==> src/rtl/breadboard_inverse.sv <==
`default_nettype none
// ============================================================================
//  Module      : breadboard_inverse
//  Description : Sequential inverse of the 4-input / 10-output breadboard
//                function network. A 10-bit observed output pattern is
//                accepted in IDLE. SEARCH then evaluates the forward function
//                on candidate codes 0..15, one per clock, and stops at the
//                lowest code whose output equals the pattern. DONE holds the
//                result until the consumer takes it.
//
//  Ports       : clk        in   1   sole clock, rising edge
//                rst_n      in   1   synchronous, active-low reset
//                in_valid   in   1   pattern offered
//                in_ready   out  1   block idle, can accept
//                pattern    in  10   observed vector, bit k = function rk
//                out_valid  out  1   result held
//                out_ready  in   1   consumer takes result
//                code       out  4   recovered input {w,x,y,z}
//                found      out  1   1 = code matches, 0 = no code matches
//
//  Revision    : 1.0  initial release
// ============================================================================
module breadboard_inverse (
    input  logic       clk,
    input  logic       rst_n,
    input  logic       in_valid,
    output logic       in_ready,
    input  logic [9:0] pattern,
    output logic       out_valid,
    input  logic       out_ready,
    output logic [3:0] code,
    output logic       found
);

    // ------------------------------------------------------------------------
    // State encoding
    // ------------------------------------------------------------------------
    localparam logic [1:0] c_ST_IDLE   = 2'd0;
    localparam logic [1:0] c_ST_SEARCH = 2'd1;
    localparam logic [1:0] c_ST_DONE   = 2'd2;

    localparam logic [3:0] c_IDX_LAST  = 4'd15;

    logic [1:0] r_state;
    logic [1:0] w_state_next;

    logic [3:0] r_idx;
    logic [9:0] r_pattern;
    logic [3:0] r_code;
    logic       r_found;

    logic [9:0] w_fwd;
    logic       w_match;

    // ------------------------------------------------------------------------
    // Forward breadboard function evaluated on the current candidate.
    // Bit order of the candidate: idx[3]=w, idx[2]=x, idx[1]=y, idx[0]=z.
    // ------------------------------------------------------------------------
    logic w_w;
    logic w_x;
    logic w_y;
    logic w_z;

    assign w_w = r_idx[3];
    assign w_x = r_idx[2];
    assign w_y = r_idx[1];
    assign w_z = r_idx[0];

    // Number of ones among the four inputs; drives the "exactly two" and
    // "odd count" outputs.
    logic [2:0] w_ones;
    assign w_ones = {2'b00, w_w} + {2'b00, w_x} + {2'b00, w_y} + {2'b00, w_z};

    always_comb begin
        w_fwd    = 10'd0;
        w_fwd[0] = (w_w & w_x) | (w_w & w_z) | (w_x & w_y) | (w_y & w_z);
        w_fwd[1] = (w_w & w_x) | (w_x & w_z) | (w_y & w_z);
        w_fwd[2] = (w_w & w_y & w_z) | (w_w & w_x & w_z)
                 | (w_x & w_y & w_z) | (w_w & w_x & w_y);
        w_fwd[3] = (w_w & w_z) | (w_x & w_y);
        w_fwd[4] = w_y & w_z;
        w_fwd[5] = (~w_w & ~w_x) | (~w_y & ~w_z);
        w_fwd[6] = (~w_w & ~w_x &  w_y)
                 | (~w_w & ~w_y &  w_z)
                 | ( w_x & ~w_y &  w_z)
                 | ( w_w & ~w_x & ~w_y & ~w_z);
        w_fwd[7] = (w_ones == 3'd2);
        w_fwd[8] = w_y & w_z;
        w_fwd[9] = w_ones[0];
    end

    assign w_match = (w_fwd == r_pattern);

    // ------------------------------------------------------------------------
    // State register
    // ------------------------------------------------------------------------
    always_ff @(posedge clk) begin
        if (!rst_n) begin
            r_state <= c_ST_IDLE;
        end else begin
            r_state <= w_state_next;
        end
    end

    // ------------------------------------------------------------------------
    // Next-state logic
    // ------------------------------------------------------------------------
    always_comb begin
        w_state_next = r_state;
        case (r_state)
            c_ST_IDLE: begin
                if (in_valid) begin
                    w_state_next = c_ST_SEARCH;
                end
            end
            c_ST_SEARCH: begin
                // A match or exhausting the last candidate both end the search.
                if (w_match || (r_idx == c_IDX_LAST)) begin
                    w_state_next = c_ST_DONE;
                end
            end
            c_ST_DONE: begin
                if (out_ready) begin
                    w_state_next = c_ST_IDLE;
                end
            end
            default: begin
                w_state_next = c_ST_IDLE;
            end
        endcase
    end

    // ------------------------------------------------------------------------
    // Datapath registers: captured pattern, candidate index and result.
    // ------------------------------------------------------------------------
    always_ff @(posedge clk) begin
        if (!rst_n) begin
            r_idx     <= 4'd0;
            r_pattern <= 10'd0;
            r_code    <= 4'd0;
            r_found   <= 1'b0;
        end else begin
            case (r_state)
                c_ST_IDLE: begin
                    if (in_valid) begin
                        r_pattern <= pattern;
                        r_idx     <= 4'd0;
                    end
                end
                c_ST_SEARCH: begin
                    if (w_match) begin
                        r_code  <= r_idx;
                        r_found <= 1'b1;
                    end else if (r_idx == c_IDX_LAST) begin
                        r_code  <= 4'd0;
                        r_found <= 1'b0;
                    end else begin
                        // Never wraps: the last-candidate branch above stops it.
                        r_idx <= r_idx + 4'd1;
                    end
                end
                default: begin
                    // DONE holds the result unchanged.
                end
            endcase
        end
    end

    // ------------------------------------------------------------------------
    // Output decode: handshake flags from state, result from registers only.
    // ------------------------------------------------------------------------
    always_comb begin
        in_ready  = 1'b0;
        out_valid = 1'b0;
        case (r_state)
            c_ST_IDLE: in_ready  = 1'b1;
            c_ST_DONE: out_valid = 1'b1;
            default: begin
                in_ready  = 1'b0;
                out_valid = 1'b0;
            end
        endcase
    end

    assign code  = r_code;
    assign found = r_found;

endmodule
`default_nettype wire

==> config.mk <==
export PLATFORM = sky130hd
export DESIGN_NAME = breadboard_inverse
export DESIGN_NICKNAME = d
export VERILOG_FILES = /design/src/rtl/breadboard_inverse.sv
export SDC_FILE = /design/constraint.sdc
export NUM_CORES = 1
export LEC_CHECK = 0
export CAP_MARGIN = 40
export CORE_MARGIN = 2
export CORE_UTILIZATION = 30
export CTS_BUF_LIST = sky130_fd_sc_hd__clkbuf_4
export DETAILED_ROUTE_END_ITERATION = 8
export PLACE_DENSITY = 0.52
export SLEW_MARGIN = 20
export SYNTH_ARGS = -nofsm -noshare
export SYNTH_HDL_FRONTEND = slang
export SYNTH_SLANG_ARGS = --single-unit
==> constraint.sdc <==
create_clock -name clk -period 7.3 [get_ports clk]
set_input_delay 2.19 -clock clk [delete_from_list [all_inputs] [get_ports clk]]
set_output_delay 2.19 -clock clk [all_outputs]
set_load 0.005 [all_outputs]
=== Word-level counts from Yosys, hierarchy flattened ===
Cells that the tools add are included.

* $add $sub $neg: 4
* Equality and inequality tests: 10
* Mux-type cells: 14
* Bitwise gates (word level): 37
* Reductions and logical operators: 8

{| class="wikitable"
|+ Operators by type and width
! kind !! count
|-
| 1-bit bitwise AND || 20
|-
| 4-bit 2-to-1 mux || 5
|-
| 1-bit bitwise OR || 13
|-
| 10-bit == test || 1
|-
| 2-bit inequality test, second input constant || 5
|-
| 4-bit case mux with 2 select lines || 1
|-
| 2-bit 2-to-1 mux || 3
|-
| 2-bit case mux with 3 select lines || 1
|-
| 4-bit by 1-bit adder with 4-bit output, second input constant || 1
|-
| 4-bit == test, second input constant || 1
|-
| 1-bit 2-to-1 mux || 4
|-
| 1-bit inverter || 4
|-
| 2-bit AND reduction || 2
|-
| 4-bit AND reduction || 1
|-
| 2-bit nonzero test || 2
|-
| 2-bit by 1-bit adder with 3-bit output || 1
|-
| 3-bit by 1-bit adder with 3-bit output || 1
|-
| 3-bit by 2-bit == test with 1-bit output, second input constant || 1
|-
| 3-bit AND reduction || 1
|-
| 1-bit by 1-bit adder with 2-bit output || 1
|-
| 2-bit by 1-bit == test with 1-bit output, second input constant || 1
|-
| 2-bit == test, second input constant || 1
|-
| 2-bit logical NOT || 1
|-
| 1-bit logical OR || 1
|}

* Bits in registers: 21
* Input bits: 14

=== Logic depth before layout (Yosys ltp) ===
* Depth after elaboration: 10
* Depth in mapped cells: 13
* Depth with buffers taken out: 11

=== Worst setup path before layout ===
No wires, ideal clock.

* Path kind: reg2reg
* Start point: register r_idx[0]
* End point: register r_code[0] (netlist: code[0])
* Setup time: 0.066 ns
* Arrival: 2.853 ns
* Path slack: 4.382 ns
* Stages on the path, launching flop included: 14
* Path buffers: 2
* Period minus slack after synthesis: 2.918 ns
* Cell sequence: dfxtp_1 -> buf_6 -> inv_1 -> fa_1 -> inv_1 -> ha_1 -> ha_1 -> nor3b_1 -> xnor2_1 -> nand3_1 -> a2111o_1 -> buf_6 -> mux2_4 -> a21boi_2

* Word-level cells in the longest chain between the ends: 7
* Elaborated cells between the ends (all ways): 31
* Those cells by class: add/sub (1); eq/ne (3); mux (1); bitwise (24); reduce/logical (2)

{| class="wikitable"
|+ RTL lines
! what !! line !! text
|-
| start: declaration || 47 || <nowiki>logic [3:0] r_idx;</nowiki>
|-
| start signal: assignment || 159 || <nowiki>r_idx <= r_idx + 4'd1;</nowiki>
|-
| branches (longest 7 deep; another with 3-bit by 1-bit adder with 3-bit output) || -- ||
|-
| end signal: assignment || 152 || <nowiki>r_code <= r_idx;</nowiki>
|-
| end: declaration || 49 || <nowiki>logic [3:0] r_code;</nowiki>
|}

Several ways; the timed one is not identified.
A chain may end at the register's enable or synchronous reset.

=== Worst setup path in the final report ===
* Start point: register r_state[1]
* End point: output port out_valid

* Word-level cells in the longest chain between the ends: 2

{| class="wikitable"
|+ RTL lines
! what !! line !! text
|-
| start: declaration || 44 || <nowiki>logic [1:0] r_state;</nowiki>
|-
| start signal: assignment || 99 || <nowiki>r_state <= c_ST_IDLE;</nowiki>
|-
| start signal: assignment || 101 || <nowiki>r_state <= w_state_next;</nowiki>
|-
| 2-bit == test || 175 || <nowiki>case (r_state)</nowiki>
|-
| 1-bit 2-to-1 mux || 175 ||
|-
| end: declaration || 29 || <nowiki>output logic out_valid,</nowiki>
|}

Every way passes these cells.

==> results.md <==
* Status: finished clean
* Vias in the first global route at 1041
* Clock Power Share at 0.263
* Die Area at 4910 um^2
* Via Count at 1132
* Async S/R FF share, synth at 0
* Max_cap viols at 0
* Slew margin rel. at 0.504
* IO Pins at 21
* Final Skew at 0.00709 ns
* Clk_lat worst skew at 0.30 ns
* Yosys cell types at 41
* CP Data Arrival Time at 1.40 ns
* Fmax achieved at 279 MHz
* R2R setup slack at 3.82 ns
* CP max stage delay at 0.52 ns
* Top post-synthesis cells by area: dfxtp_1 (32%), nand2_1 (10%), a21boi_0 (6.3%), mux2_4 (4.6%), ha_1 (3.8%)
* Min-delay src: code[3]$_SDFFE_PN0P_
* Setup repair bufs after CTS at 0
* Slowest-stage cell, CP: clkdlybuf4s50_1
* PostCTS Resize Cnt at 0
* Hold Slack at 0.480 ns
* Grt ovf at 0
* Share of the clock period used by the worst path at 0.491
* CTS tree: built
* Row count at 24
* Worst vdd ir at 94.3 uV
* Initial DRC Count at 44
* Critical path cell sequence: nor2b_1, clkdlybuf4s50_1
* Post-Syn Area at 1310 um^2
* Clk buf depth at 2
* Worst Tran Pin Value at 0.741 ns
* Nets at 194
* Final min period at 3.59 ns
* First-pass GRT wire length at 4620 um
* Startpoint Class: register
* Final setup viols at 0
* Post-route ant nets at 0
* Hold Crit Depth at 2
* Worst path required time at 5.11 ns
* PortBufs at 20
* Pint at 0.000166 W
* Initial antenna violation count at 0
* Largest net degree at the start of global routing at 26
* Pleak at 0.599 nW
* Placer Congestion at 0.788
* Drt pass-1 iters at 4
* Commonest cells in the netlist: nand2_1 (36), dfxtp_1 (21), a21boi_0 (11), nand3_1 (10)
* Seq cells post-synth at 21
* R2R cell count at 10
* Worst Hold Path EP: code[3]$_SDFFE_PN0P_
* ANT cells at 0
* Area Overhead vs Synth at 17.8%
* Most frequent cell after synthesis: nand2_1
* Post-synth EDFFs at 0
* Clk sinks at 21
* CP Capture Type: primary output
* Register area share after synthesis at 0.321
* Register area at 420 um^2
* Comb pwr share at 0.178
* Die H at 70.1 um
* Avg Cell Area, Syn at 8.19 um^2
* Post-route DRC violation count at 0
* Register share of total power at 0.558
* Worst r2r src: r_idx[0]$_SDFFE_PN0P_
* GRT Total Usage at 0.114
* Worst-path fanout max at 4
* Vias per inst at 5.01
* Power Dens Cells at 147 nW/um^2
* Yosys top cell area share at 0.321
* Post-DP HPWL at 1980 um
* Synthesized net count at 179
* FILL cells at 458
* Yosys warning total at 0
* Hold Path Class: reg2reg
* Starting Density at 0.305
* Num CTS Buffers at 3
* Unrepaired setup endpoints after global routing: false
* Clk slew on worst S/H paths at 0.12 ns
* CP Class: reg2out
* Sw Ratio at 0.268
* Mapped Cells at 160
* CTS root buf: clkbuf_4
* Total power at 0.000227 W
* Area of the multi-input gates at 805 um^2
* H-tree levels at 1
* Max-slew violations at 0
* Main synth FF type: dfxtp_1
* Horiz. Die Dim at 70.1 um
* Final WL at 2680 um
* Crit path max-delay family: buffers and inverters
* Worst r2r dst: r_idx[1]$_SDFFE_PN0P_
* Final hold violation count at 0
* Setup TNS at 0 ns
* Dominant cell type by area after synthesis: dfxtp_1
* Hold-fix buffer count after cts at 0
* Core Box Area at 4290 um^2
* Bufs and invs on worst path at 1
* Drt wl/cell at 11.9 um
* Layout cells sized above 1 at 0.0747
* Psw at 0.0000608 W
## per-stage QoR
| stage | std cells | utilization | setup slack (ns) | cell area, um^2 |
|---|---|---|---|---|
| after global routing | 226 | 0.359 | 3.62 | 1540 |
| final | 226 | 0.359 | 3.71 | 1540 |
| after detailed placement | 222 | 0.352 | 3.70 | 1510 |
| after CTS | 226 | 0.359 | 3.69 | 1540 |
| after floorplan | 160 | - | 4.38 | 1310 |
| after global placement | 222 | 0.352 | 3.78 | 1510 |
## cells by family (layout without fill, tap and decap cells)
| group | after synthesis | after routing | share of synthesized area |
|---|---|---|---|
| flip-flops | 21 | 21 | 0.321 |
| buffers and inverters | 16 | 30 | 0.0649 |
| AO/OA/AOI/OAI | 34 | 34 | 0.196 |
| adder cells (fa/ha/maj) | 6 | 6 | 0.0611 |
| multiplexers | 8 | 8 | 0.0764 |
| AND/OR/NAND/NOR | 69 | 69 | 0.241 |
| XOR/XNOR | 6 | 6 | 0.0401 |
## worst register-to-register path, delay by kind of cell, from the launching register on
kind | cells | cell delay [ns]
compound gates | 3 | 0.92
fa+ha+maj | 2 | 0.86
flops | 1 | 0.68
simple gates | 1 | 0.28
buf+inv | 2 | 0.25
mux | 1 | 0.23
xor+xnor | 1 | 0.19
## layout make-up
type	instances	area share
inverter	6	0.0146
timing repair buffer	20	0.130
sequential	21	0.273
multi-input combinational	123	0.521
clock buffer	4	0.0195
tap	52	0.0422
## flip-flops by register name, summed over array words and instances, names as in the netlist
register and count:
r_state 2, r_idx 4, r_pattern 10, code 4, found 1
## power by group through the flow
| stage | clock, W | combinational (W) | sequential, W |
|---|---|---|---|
| CTS | 0.0000621 | 0.0000411 | 0.000127 |
| floorplan | 0 | 0.0000301 | 0.000126 |
| detailed placement | 0 | 0.0000408 | 0.000129 |
| finish | 0.0000597 | 0.0000404 | 0.000126 |
| global route | 0.0000673 | 0.0000456 | 0.000127 |
| global placement | 0 | 0.0000402 | 0.000129 |
## worst max-delay path by stage
stage,from,to,slack [ns],cells after the start
6_report,r_state[1]$_SDFFE_PN0P_,out_valid,3.71,2
3_3_place_gp,rst_n,r_idx[3]$_SDFFE_PN0P_,3.78,3
5_1_grt,r_idx[0]$_SDFFE_PN0P_,r_idx[1]$_SDFFE_PN0P_,3.62,10
3_5_place_dp,rst_n,r_idx[1]$_SDFFE_PN0P_,3.70,3
4_1_cts,r_state[1]$_SDFFE_PN0P_,in_ready,3.69,2
2_1_floorplan,r_idx[0]$_SDFFE_PN0P_,code[0]$_SDFFE_PN0P_,4.38,13
## per-layer routing
metal	vias to the layer above	GRT usage	part of all wire
met5	-	0	0
met4	0	0.0278	0.014
met3	4	0.0317	0.047
met2	28	0.194	0.48
met1	521	0.143	0.46
li1	579	-	-
## layout by cell type (no fill, tap or decap), drive strengths merged, types with 6 or more instances in the layout
| cell type | netlist | routed |
|---|---|---|
| o21ai | 7 | 7 |
| nand2 | 36 | 36 |
| nand3 | 10 | 10 |
| clkdlybuf4s50 | 0 | 20 |
| inv | 6 | 6 |
| nor3 | 6 | 6 |
| dfxtp | 21 | 21 |
| a21boi | 15 | 15 |
(Power assumes the default switching activity.)
